[config.mk]
export PLATFORM = sky130hd
export DESIGN_NAME = fpu_op_sequencer_flat
export DESIGN_NICKNAME = d
export VERILOG_FILES = /design/src/rtl/fpu_op_sequencer_if.sv /design/src/rtl/fpu_op_sequencer.sv /design/src/flat_wrapper.sv
export SDC_FILE = /design/constraint.sdc
export NUM_CORES = 1
export LEC_CHECK = 0
export BUFFER_PORTS_ARGS = -buffer_cell sky130_fd_sc_hd__buf_2
export CAP_MARGIN = 20
export CORE_AREA = 2 2 179 217
export CTS_CLUSTER_SIZE = 16
export DETAILED_ROUTE_END_ITERATION = 6
export DIE_AREA = 0 0 181 219
export PLACE_DENSITY_LB_ADDON = 0.05
export SKIP_LAST_GASP = 1
export SYNTH_ARGS = -nofsm -noshare
export SYNTH_HDL_FRONTEND = slang
export SYNTH_SLANG_ARGS = --single-unit
export TNS_END_PERCENT = 1
[constraint.sdc]
create_clock -name ACLK -period 3.4 [get_ports ACLK]
set_clock_uncertainty 0.1 [all_clocks]
set_input_delay 0.51 -clock ACLK [delete_from_list [all_inputs] [get_ports ACLK]]
set_output_delay 0.51 -clock ACLK [all_outputs]
set_load 0.03 [all_outputs]
[src/rtl/fpu_op_sequencer_if.sv]
// Bundle of command, issue, completion and response signals between
// the FPU op sequencer (slave side) and its surrounding logic (master).
interface fpu_op_sequencer_if #(
    parameter int DEPTH = 4
);
    localparam int CW = $clog2(DEPTH) + 1;

    logic          cmd_valid;
    logic          cmd_ready;
    logic [7:0]    cmd_opcode;
    logic [31:0]   cmd_op1;
    logic [31:0]   cmd_op2;

    logic          iss_valid;
    logic          iss_ready;
    logic [7:0]    iss_opcode;
    logic [31:0]   iss_op1;
    logic [31:0]   iss_op2;

    logic          cpl_valid;
    logic [31:0]   cpl_data;
    logic [1:0]    cpl_resp;

    logic          rsp_valid;
    logic          rsp_ready;
    logic [31:0]   rsp_data;
    logic [1:0]    rsp_resp;
    logic [7:0]    rsp_opcode;

    logic          busy;
    logic [CW-1:0] fifo_count;

    modport slave (
        input  cmd_valid, cmd_opcode, cmd_op1, cmd_op2,
        input  iss_ready,
        input  cpl_valid, cpl_data, cpl_resp,
        input  rsp_ready,
        output cmd_ready,
        output iss_valid, iss_opcode, iss_op1, iss_op2,
        output rsp_valid, rsp_data, rsp_resp, rsp_opcode,
        output busy, fifo_count
    );

    modport master (
        output cmd_valid, cmd_opcode, cmd_op1, cmd_op2,
        output iss_ready,
        output cpl_valid, cpl_data, cpl_resp,
        output rsp_ready,
        input  cmd_ready,
        input  iss_valid, iss_opcode, iss_op1, iss_op2,
        input  rsp_valid, rsp_data, rsp_resp, rsp_opcode,
        input  busy, fifo_count
    );
endinterface

[src/rtl/fpu_op_sequencer.sv]
// FPU op sequencer: buffers FP commands, issues one at a time to the
// AXI4 master, and returns results in order with opcode/timeout screening.
module fpu_op_sequencer #(
    parameter int DEPTH   = 4,
    parameter int TIMEOUT = 255
) (
    input  logic              ACLK,
    input  logic              ARESETn,
    fpu_op_sequencer_if.slave bus
);
    localparam int AW = $clog2(DEPTH);
    localparam int CW = AW + 1;

    typedef enum logic [1:0] {
        IDLE,
        ISSUE,
        WAIT,
        RESP
    } state_t;

    state_t        state_q, state_d;
    logic [AW-1:0] wr_ptr_q, wr_ptr_d;
    logic [AW-1:0] rd_ptr_q, rd_ptr_d;
    logic [CW-1:0] count_q, count_d;
    logic          cmd_ready_q, cmd_ready_d;
    logic          iss_valid_q, iss_valid_d;
    logic [7:0]    iss_opcode_q, iss_opcode_d;
    logic [31:0]   iss_op1_q, iss_op1_d;
    logic [31:0]   iss_op2_q, iss_op2_d;
    logic          rsp_valid_q, rsp_valid_d;
    logic [31:0]   rsp_data_q, rsp_data_d;
    logic [1:0]    rsp_resp_q, rsp_resp_d;
    logic [7:0]    rsp_opcode_q, rsp_opcode_d;
    logic [15:0]   tmo_q, tmo_d;
    logic [71:0]   mem_q [DEPTH];
    logic [71:0]   head;
    logic          push;
    logic          pop;

    assign push = bus.cmd_valid & cmd_ready_q;
    assign head = mem_q[rd_ptr_q];

    // Sequencing FSM: pop/screen, issue, wait for completion, respond
    always_comb begin
        state_d      = state_q;
        pop          = 1'b0;
        iss_valid_d  = iss_valid_q;
        iss_opcode_d = iss_opcode_q;
        iss_op1_d    = iss_op1_q;
        iss_op2_d    = iss_op2_q;
        rsp_valid_d  = rsp_valid_q;
        rsp_data_d   = rsp_data_q;
        rsp_resp_d   = rsp_resp_q;
        rsp_opcode_d = rsp_opcode_q;
        tmo_d        = tmo_q;
        unique case (state_q)
            IDLE: begin
                if (count_q != '0) begin
                    pop          = 1'b1;
                    rsp_opcode_d = head[71:64];
                    if (head[71:64] <= 8'd2) begin
                        iss_opcode_d = head[71:64];
                        iss_op1_d    = head[63:32];
                        iss_op2_d    = head[31:0];
                        state_d      = ISSUE;
                    end else begin
                        rsp_valid_d = 1'b1;
                        rsp_data_d  = '0;
                        rsp_resp_d  = 2'b11;
                        state_d     = RESP;
                    end
                end
            end
            ISSUE: begin
                iss_valid_d = 1'b1;
                if (iss_valid_q && bus.iss_ready) begin
                    iss_valid_d = 1'b0;
                    tmo_d       = '0;
                    state_d     = WAIT;
                end
            end
            WAIT: begin
                tmo_d = tmo_q + 16'd1;
                if (bus.cpl_valid) begin
                    rsp_valid_d = 1'b1;
                    rsp_data_d  = bus.cpl_data;
                    rsp_resp_d  = (bus.cpl_resp != 2'b00)
                                ? 2'b11 : 2'b00;
                    state_d     = RESP;
                end else if (tmo_q == 16'(TIMEOUT - 1)) begin
                    rsp_valid_d = 1'b1;
                    rsp_data_d  = '0;
                    rsp_resp_d  = 2'b10;
                    state_d     = RESP;
                end
            end
            RESP: begin
                if (bus.rsp_ready) begin
                    rsp_valid_d = 1'b0;
                    state_d     = IDLE;
                end
            end
            default: state_d = IDLE;
        endcase
    end

    // FIFO pointers, occupancy and the registered accept flag
    always_comb begin
        wr_ptr_d = wr_ptr_q;
        rd_ptr_d = rd_ptr_q;
        count_d  = count_q;
        if (push) wr_ptr_d = wr_ptr_q + AW'(1);
        if (pop)  rd_ptr_d = rd_ptr_q + AW'(1);
        unique case ({push, pop})
            2'b10:   count_d = count_q + CW'(1);
            2'b01:   count_d = count_q - CW'(1);
            default: count_d = count_q;
        endcase
        cmd_ready_d = (count_d != CW'(DEPTH));
    end

    // State and output registers, cleared asynchronously
    always_ff @(posedge ACLK or negedge ARESETn) begin
        if (!ARESETn) begin
            state_q      <= IDLE;
            wr_ptr_q     <= '0;
            rd_ptr_q     <= '0;
            count_q      <= '0;
            cmd_ready_q  <= 1'b1;
            iss_valid_q  <= 1'b0;
            iss_opcode_q <= '0;
            iss_op1_q    <= '0;
            iss_op2_q    <= '0;
            rsp_valid_q  <= 1'b0;
            rsp_data_q   <= '0;
            rsp_resp_q   <= '0;
            rsp_opcode_q <= '0;
            tmo_q        <= '0;
        end else begin
            state_q      <= state_d;
            wr_ptr_q     <= wr_ptr_d;
            rd_ptr_q     <= rd_ptr_d;
            count_q      <= count_d;
            cmd_ready_q  <= cmd_ready_d;
            iss_valid_q  <= iss_valid_d;
            iss_opcode_q <= iss_opcode_d;
            iss_op1_q    <= iss_op1_d;
            iss_op2_q    <= iss_op2_d;
            rsp_valid_q  <= rsp_valid_d;
            rsp_data_q   <= rsp_data_d;
            rsp_resp_q   <= rsp_resp_d;
            rsp_opcode_q <= rsp_opcode_d;
            tmo_q        <= tmo_d;
        end
    end

    // Command storage; occupancy gates every read, so no reset needed
    always_ff @(posedge ACLK) begin
        if (push) begin
            mem_q[wr_ptr_q] <= {bus.cmd_opcode, bus.cmd_op1, bus.cmd_op2};
        end
    end

    assign bus.cmd_ready  = cmd_ready_q;
    assign bus.iss_valid  = iss_valid_q;
    assign bus.iss_opcode = iss_opcode_q;
    assign bus.iss_op1    = iss_op1_q;
    assign bus.iss_op2    = iss_op2_q;
    assign bus.rsp_valid  = rsp_valid_q;
    assign bus.rsp_data   = rsp_data_q;
    assign bus.rsp_resp   = rsp_resp_q;
    assign bus.rsp_opcode = rsp_opcode_q;
    assign bus.busy       = (state_q != IDLE) || (count_q != '0);
    assign bus.fifo_count = count_q;
endmodule
[src/flat_wrapper.sv]
// flat-port wrapper written by rule: the top's interface ports become plain ports
module fpu_op_sequencer_flat 
#(
    parameter int DEPTH   = 4,
    parameter int TIMEOUT = 255
)
  (ACLK, ARESETn, bus_cmd_valid, bus_cmd_opcode, bus_cmd_op1, bus_cmd_op2, bus_iss_ready, bus_cpl_valid, bus_cpl_data, bus_cpl_resp, bus_rsp_ready, bus_cmd_ready, bus_iss_valid, bus_iss_opcode, bus_iss_op1, bus_iss_op2, bus_rsp_valid, bus_rsp_data, bus_rsp_resp, bus_rsp_opcode, bus_busy, bus_fifo_count);
  fpu_op_sequencer_if #(.DEPTH(DEPTH)) bus_i ();
  input  logic ACLK;
  input  logic ARESETn;
  input wire logic [$bits(bus_i.cmd_valid)-1:0] bus_cmd_valid;
  input wire logic [$bits(bus_i.cmd_opcode)-1:0] bus_cmd_opcode;
  input wire logic [$bits(bus_i.cmd_op1)-1:0] bus_cmd_op1;
  input wire logic [$bits(bus_i.cmd_op2)-1:0] bus_cmd_op2;
  input wire logic [$bits(bus_i.iss_ready)-1:0] bus_iss_ready;
  input wire logic [$bits(bus_i.cpl_valid)-1:0] bus_cpl_valid;
  input wire logic [$bits(bus_i.cpl_data)-1:0] bus_cpl_data;
  input wire logic [$bits(bus_i.cpl_resp)-1:0] bus_cpl_resp;
  input wire logic [$bits(bus_i.rsp_ready)-1:0] bus_rsp_ready;
  output wire logic [$bits(bus_i.cmd_ready)-1:0] bus_cmd_ready;
  output wire logic [$bits(bus_i.iss_valid)-1:0] bus_iss_valid;
  output wire logic [$bits(bus_i.iss_opcode)-1:0] bus_iss_opcode;
  output wire logic [$bits(bus_i.iss_op1)-1:0] bus_iss_op1;
  output wire logic [$bits(bus_i.iss_op2)-1:0] bus_iss_op2;
  output wire logic [$bits(bus_i.rsp_valid)-1:0] bus_rsp_valid;
  output wire logic [$bits(bus_i.rsp_data)-1:0] bus_rsp_data;
  output wire logic [$bits(bus_i.rsp_resp)-1:0] bus_rsp_resp;
  output wire logic [$bits(bus_i.rsp_opcode)-1:0] bus_rsp_opcode;
  output wire logic [$bits(bus_i.busy)-1:0] bus_busy;
  output wire logic [$bits(bus_i.fifo_count)-1:0] bus_fifo_count;
  assign bus_i.cmd_valid = bus_cmd_valid;
  assign bus_i.cmd_opcode = bus_cmd_opcode;
  assign bus_i.cmd_op1 = bus_cmd_op1;
  assign bus_i.cmd_op2 = bus_cmd_op2;
  assign bus_i.iss_ready = bus_iss_ready;
  assign bus_i.cpl_valid = bus_cpl_valid;
  assign bus_i.cpl_data = bus_cpl_data;
  assign bus_i.cpl_resp = bus_cpl_resp;
  assign bus_i.rsp_ready = bus_rsp_ready;
  assign bus_cmd_ready = bus_i.cmd_ready;
  assign bus_iss_valid = bus_i.iss_valid;
  assign bus_iss_opcode = bus_i.iss_opcode;
  assign bus_iss_op1 = bus_i.iss_op1;
  assign bus_iss_op2 = bus_i.iss_op2;
  assign bus_rsp_valid = bus_i.rsp_valid;
  assign bus_rsp_data = bus_i.rsp_data;
  assign bus_rsp_resp = bus_i.rsp_resp;
  assign bus_rsp_opcode = bus_i.rsp_opcode;
  assign bus_busy = bus_i.busy;
  assign bus_fifo_count = bus_i.fifo_count;
  fpu_op_sequencer #(.DEPTH(DEPTH), .TIMEOUT(TIMEOUT)) u_core (.ACLK(ACLK), .ARESETn(ARESETn), .bus(bus_i));
endmodule
# [After elaboration in Yosys (flattened, before gate mapping)]
# Memories as Yosys holds them, arrays and structs flattened.
# Cells that the tools add are included.
[word_totals] reg_bits=142 ram_bits=288 in_bits=112 output_inout_bits=121 wordCells=81 memories=1
[mem_list] name="u_core.mem_q" words=4 word_bits=72 rd=1 rd_clocked_by_memory_dff=0 wr=1 line_no="fpu_op_sequencer.sv:35" rtl="logic [71:0] mem_q [DEPTH];"
[classes] add_sub_neg=5 order_cmp=1 n_eq_ne=12 muxes=32 bitwise_logic=1 reduce_logical=15
[op_table] cell="32-bit two-way mux" count=4
[op_table] cell="32-bit one-hot mux with 2 select lines" count=1
[op_table] cell="16-bit one-hot mux with 2 select lines" count=1
[op_table] cell="2-bit two-way mux" count=11
[op_table] cell="16-bit by 1-bit adder with 16-bit output (second input constant)" count=1
[op_table] cell="16-bit by 8-bit == test with 1-bit output (second input constant)" count=1
[op_table] cell="16-bit two-way mux" count=1
[op_table] cell="1-bit two-way mux" count=10
[op_table] cell="8-bit by 2-bit less-or-equal comparator with 1-bit output (second input constant)" count=1
[op_table] cell="2-bit one-hot mux with 4 select lines" count=1
[op_table] cell="4-bit AND reduction" count=2
[op_table] cell="2-bit nonzero test" count=4
[op_table] cell="2-bit == test (second input constant)" count=3
[op_table] cell="3-bit one-hot mux with 2 select lines" count=1
[op_table] cell="3-bit nonzero test" count=2
[op_table] cell="5-bit AND reduction" count=1
[op_table] cell="2-bit by 1-bit adder with 2-bit output (second input constant)" count=2
[op_table] cell="2-bit by 1-bit == test with 1-bit output (second input constant)" count=2
[op_table] cell="2-bit by 1-bit != test with 1-bit output (second input constant)" count=2
[op_table] cell="2-bit != test (second input constant)" count=2
[op_table] cell="2-bit one-hot mux with 2 select lines" count=1
[op_table] cell="2-bit AND reduction" count=2
[op_table] cell="3-bit by 1-bit adder with 3-bit output (second input constant)" count=1
[op_table] cell="3-bit by 2-bit != test with 1-bit output (second input constant)" count=1
[op_table] cell="other kinds (8)" count=8

# [Depth between registers and ports, before layout]
[logic_depth] depth_word=6 ltp_mapped=11 mapped_depth_nobuf=10

# [Worst setup path before layout]
# Ideal clock, no wire load.
[synth_path] path_kind="register to register" from="register u_core.cmd_ready_q (netlist: u_core.bus.cmd_ready)" to="memory u_core.mem_q[0][0], enable pin" setup_ns=0.438 t_arrival_ns=2.410 required_time_ns=2.862 path_slack_ns=0.452 path_stages_with_launch=2 n_path_buf=0 path_cell_list="dfstp_2 > and3_1"
[synth_via] elab_chain_len=3
[synth_rtl] item="start, declared" line_no="fpu_op_sequencer.sv:25" rtl="logic cmd_ready_q, cmd_ready_d;"
[synth_rtl] item="start signal, assigned" line_no="fpu_op_sequencer.sv:144" rtl="cmd_ready_q <= cmd_ready_d;"
[synth_rtl] item="1-bit AND" line_no="fpu_op_sequencer.sv:40" rtl="assign push = bus.cmd_valid & cmd_ready_q;"
[synth_rtl] item="1-bit two-way mux" line_no="fpu_op_sequencer.sv:159" rtl="if (push) begin"
[synth_rtl] item="1-bit two-way mux (not written as such)" line_no="fpu_op_sequencer.sv:160" rtl="mem_q[wr_ptr_q] <= {bus.cmd_opcode, bus.cmd_op1, bus.cmd_op2};"
[synth_rtl] item="end, declared" line_no="fpu_op_sequencer.sv:35"
# No other way between the ends.

# [Worst setup path in the final report]
[layout_path] from="register u_core.rd_ptr_q[0]" to="register u_core.iss_op1_q[17] (netlist: u_core.bus.iss_op1[17])"
[layout_via] elab_chain_len=3
[layout_rtl] item="start, declared" line_no="fpu_op_sequencer.sv:23" rtl="logic [AW-1:0] rd_ptr_q, rd_ptr_d;"
[layout_rtl] item="start signal, assigned" line_no="fpu_op_sequencer.sv:142" rtl="rd_ptr_q <= rd_ptr_d;"
[layout_rtl] item="memory 4 x 72 bit (*)"
[layout_rtl] item="8-bit by 2-bit less-or-equal comparator with 1-bit output" line_no="fpu_op_sequencer.sv:61" rtl="if (head[71:64] <= 8'd2) begin"
[layout_rtl] item="3-bit AND reduction (no line)"
[layout_rtl] item="end signal, assigned" line_no="fpu_op_sequencer.sv:147" rtl="iss_op1_q <= iss_op1_d;"
[layout_rtl] item="end, declared" line_no="fpu_op_sequencer.sv:28" rtl="logic [31:0] iss_op1_q, iss_op1_d;"
# Mark *: on every way between the ends. The rest lies on a longest branch, timed or not.
# A chain may end at the register's enable or synchronous reset.

==> impl_metrics.ini <==
[status]
status = finished, final reports clean

[placed_design]
place_congestion = 0.718
portBuffers = 232
placed_cells = 1521
hpwl_um = 20600

[detailed_routing]
drc = 0
route.vias.total = 8299
dr.pass1.iters = 4
drt_iter0_drc = 389
vias_per_cell = 5.16
wl_um = 33400
wl_per_cell_um = 20.8
ant_nets = 0

[cts]
cts_tree = yes
post_cts_buffers = 0
cts_num_sinks = 430
cts-htree-levels = 2
cts_buffers = 45
clk_path_buf_depth = 3
clkLatencyLatePin_ns = 0.54
clkTransAtPathRegs_ns = 0.06
cts_root_buffer = clkbuf_16

[power_and_ir_drop]
switching_share_pct = 30.1
ir_worst_vdd_mv = 0.493
combPwrFrac_pct = 28.0
power_density_mw_per_mm2 = 830
internal-power_mw = 11.6
pwr-share-seq_pct = 43.4
power.share.clock_pct = 28.7
switchingPower_mw = 4.99
p_leak_nw = 8.14

[synthesis]
yosys.area_share.simple_pct = 3.90
synth_cell_types = 48
synth_fp_nets = 949
synth_top_family_by_area = multiplexers
syn_avg_cell_area_sq_um = 20.3
synth_xor_area_share_pct = 0.891
synth_top_cell_area_share_pct = 51.7
synthFlopType = edfxtp_1
ys_seq_elements = 430
synth_edf_count = 288
syn-instance-count = 824
synthMuxAreaShare_pct = 18.6
ys_seq_area_share_pct = 73.0
synth.most_common_cell = edfxtp_1
synth_warnings = 0
async_flop_share_pct = 33.0
synth_compound_area_share_pct = 0.763
syn_area_sq_mm = 0.0167
yosysTopAreaCell = edfxtp_1
synth.top_cells.by_area = edfxtp_1 (52%), dfrtp_1 (21%), mux4_2 (9.4%), mux2_4 (5.4%), mux2_2 (3.0%)
synthTopCellsByCount = edfxtp_1 (288), dfrtp_1 (141), mux4_2 (70)
synth_fa_ha_area_share_pct = 1.02

[sta]
max_slew_margin_pct = 36.3
slew_violations = 0
fin_crit_ns = 2.97
finalHoldViolCount = 0
worstMarginPinSlew_ns = 0.952
setup_viol = 0
fin_setup_tns_ns = 0
fmax_mhz = 336
rsz0062_at_grt = false
period_share_pct = 87.4

[setup_path]
cp-start-kind = flip-flop
worst_ep_arrival_time_ns = 3.30
path_class = reg2reg
cp_data_required_time_ns = 3.72
worstSetupEndpointType = flip-flop
path_max_fanout = 46

[cells_and_area]
regArea_sq_mm = 0.0122
areaGrowthSynthToFinish_pct = 19.3
finalNonFillerCells = 1607
num-fill-cells = 3110
multi_input_area_sq_mm = 0.00423
drive_above_1_share_pct = 44.6
nNetsFinal = 1214
post-route-util_pct = 53.2

[grt]
grt_max_degree = 63
grt_pass1_vias = 8833
grt_antenna_before_repair = 8
grt_first_pass_wirelength_um = 51900
grt-ovfl-total = 0
grt_usage_pct = 17.2

[floorplan]
die_area_sq_mm = 0.0396
die_h_um = 219
initial_core_util_pct = 44.6
rows = 78
num_io_pins = 233
core_area_sq_mm = 0.0375
die_x_um = 181

[worst_hold_path]
hold_path_class = in2reg

[run]
cap_violations = 0
## per-layer routing
| metal | track usage [%] | share of wire (%) | up-vias |
|---|---|---|---|
| met1 | 21.2 | 40 | 4247 |
| met4 | 4.34 | 1.7 | 12 |
| met5 | 0 | 0.25 | - |
| met3 | 4.98 | 6.7 | 58 |
| li1 | - | - | 3758 |
| met2 | 30.0 | 51 | 224 |
## area by class of cell
type	count	share of cell area [%]
flip-flops and latches	430	61.2
multi-input cells	345	21.2
clock inverters	20	0.853
well taps	480	3.01
repair buffers	253	7.09
diodes	1	0.0125
inverters	14	0.263
clock buffers	64	6.37
## cells by family (layout without fill, tap and decap cells)
group / Yosys count / count (layout)
xor gates and xnor gates: 17 / 17
adders and majority gates: 13 / 13
DFF: 430 / 430
muxes: 185 / 185
and+or+nand+nor: 109 / 109
AOI/OAI and AO/OA: 21 / 21
other: 0 / 1
buffers and inverters: 49 / 351
## timing repair
item,CTS,global route
hold buffers,1,0
endpoints found under the setup margin,0,0
resized for setup,0,0
endpoints found under the hold margin,59,0
## final timing paths
kind | endpoint | start | slack (ns) | cells past startpoint
max | u_core.bus.iss_op1[17]$_DFFE_PN0P_ | u_core.rd_ptr_q[0]$_DFFE_PN0P_ | 0.43 | 7
min | u_core.mem_q[2][17]$_DFFE_PP_ | bus_cmd_op2[17] | 0.08 | 1
max reg2reg | u_core.bus.iss_op1[17]$_DFFE_PN0P_ | u_core.rd_ptr_q[0]$_DFFE_PN0P_ | 0.43 | 7
min reg2reg | u_core.bus.iss_op1[16]$_DFFE_PN0P_ | u_core.bus.iss_op1[16]$_DFFE_PN0P_ | 0.38 | 1
max in group asynchronous | u_core.bus.rsp_data[28]$_DFFE_PN0P_ | ARESETn | 1.88 | 3
min in group asynchronous | u_core.tmo_q[9]$_DFFE_PN0P_ | ARESETn | 0.44 | 2
## flip-flops by register name, indices dropped and copies added (netlist names)
| register | cells |
|---|---|
| u_core.bus.rsp_resp | 2 |
| u_core.tmo_q | 16 |
| u_core.state_q | 2 |
| u_core.rd_ptr_q | 2 |
| u_core.mem_q | 288 |
| u_core.bus.rsp_opcode | 8 |
| u_core.bus.rsp_valid | 1 |
| u_core.bus.iss_valid | 1 |
| u_core.bus.iss_op2 | 32 |
| u_core.bus.cmd_ready | 1 |
| u_core.bus.fifo_count | 3 |
| u_core.bus.rsp_data | 32 |
| u_core.bus.iss_op1 | 32 |
| u_core.bus.iss_opcode | 8 |
| u_core.wr_ptr_q | 2 |
## worst max-delay path: stages (launching register included)
cell,delay [ns]
dfrtp_4,0.54
buf_4,0.26
mux4_2,0.56
nor4_2,0.19
nand4b_2,0.22
nor2_8,0.16
buf_12,0.33
mux2_2,0.38
## layout by cell type (no fill, tap or decap), types with 2 or more instances in the layout
master,count
inv_1,14
nor4_1,3
dfrtp_4,2
a21oi_1,3
and4b_1,2
bufinv_16,3
nand3_1,6
clkbuf_1,14
mux2_2,44
nand4_1,2
buf_2,231
nand2_1,13
and3_4,4
nand2b_1,2
buf_4,13
and4_1,3
and3_1,32
nor3_1,7
clkinv_1,7
nor2b_1,7
o21ai_0,11
xnor2_1,12
mux2i_1,3
clkbuf_8,3
mux4_2,70
edfxtp_1,288
clkinv_2,9
o41ai_1,2
or3_1,3
buf_12,7
xor2_1,5
ha_1,12
nor2_1,17
mux2_4,60
mux2_1,7
dfrtp_1,139
clkbuf_16,47
## power groups by stage
stage / sequential [mW] / combinational [mW] / clock [mW]
floorplan: 7.89 / 2.73 / 0
global placement: 7.26 / 4.71 / 0
detailed placement: 7.29 / 4.75 / 0
CTS: 7.20 / 4.75 / 4.89
global route: 7.30 / 5.03 / 5.12
finish: 7.17 / 4.63 / 4.75
## stage by stage
| stage | cell area [sq um] | worst slack, ns | total power [mW] | hold WS [ns] |
|---|---|---|---|---|
| after floorplan | 16700 | 0.452 | 10.6 | 0.114 |
| after global placement | 18500 | 0.447 | 12.0 | 0.365 |
| after detailed placement | 18500 | 0.416 | 12.0 | 0.372 |
| after CTS | 19900 | 0.398 | 16.8 | 0.0454 |
| after global routing | 19900 | 0.260 | 17.4 | 0.0535 |
| final | 19900 | 0.427 | 16.5 | 0.0774 |
Power figures use the tool's default switching activity.
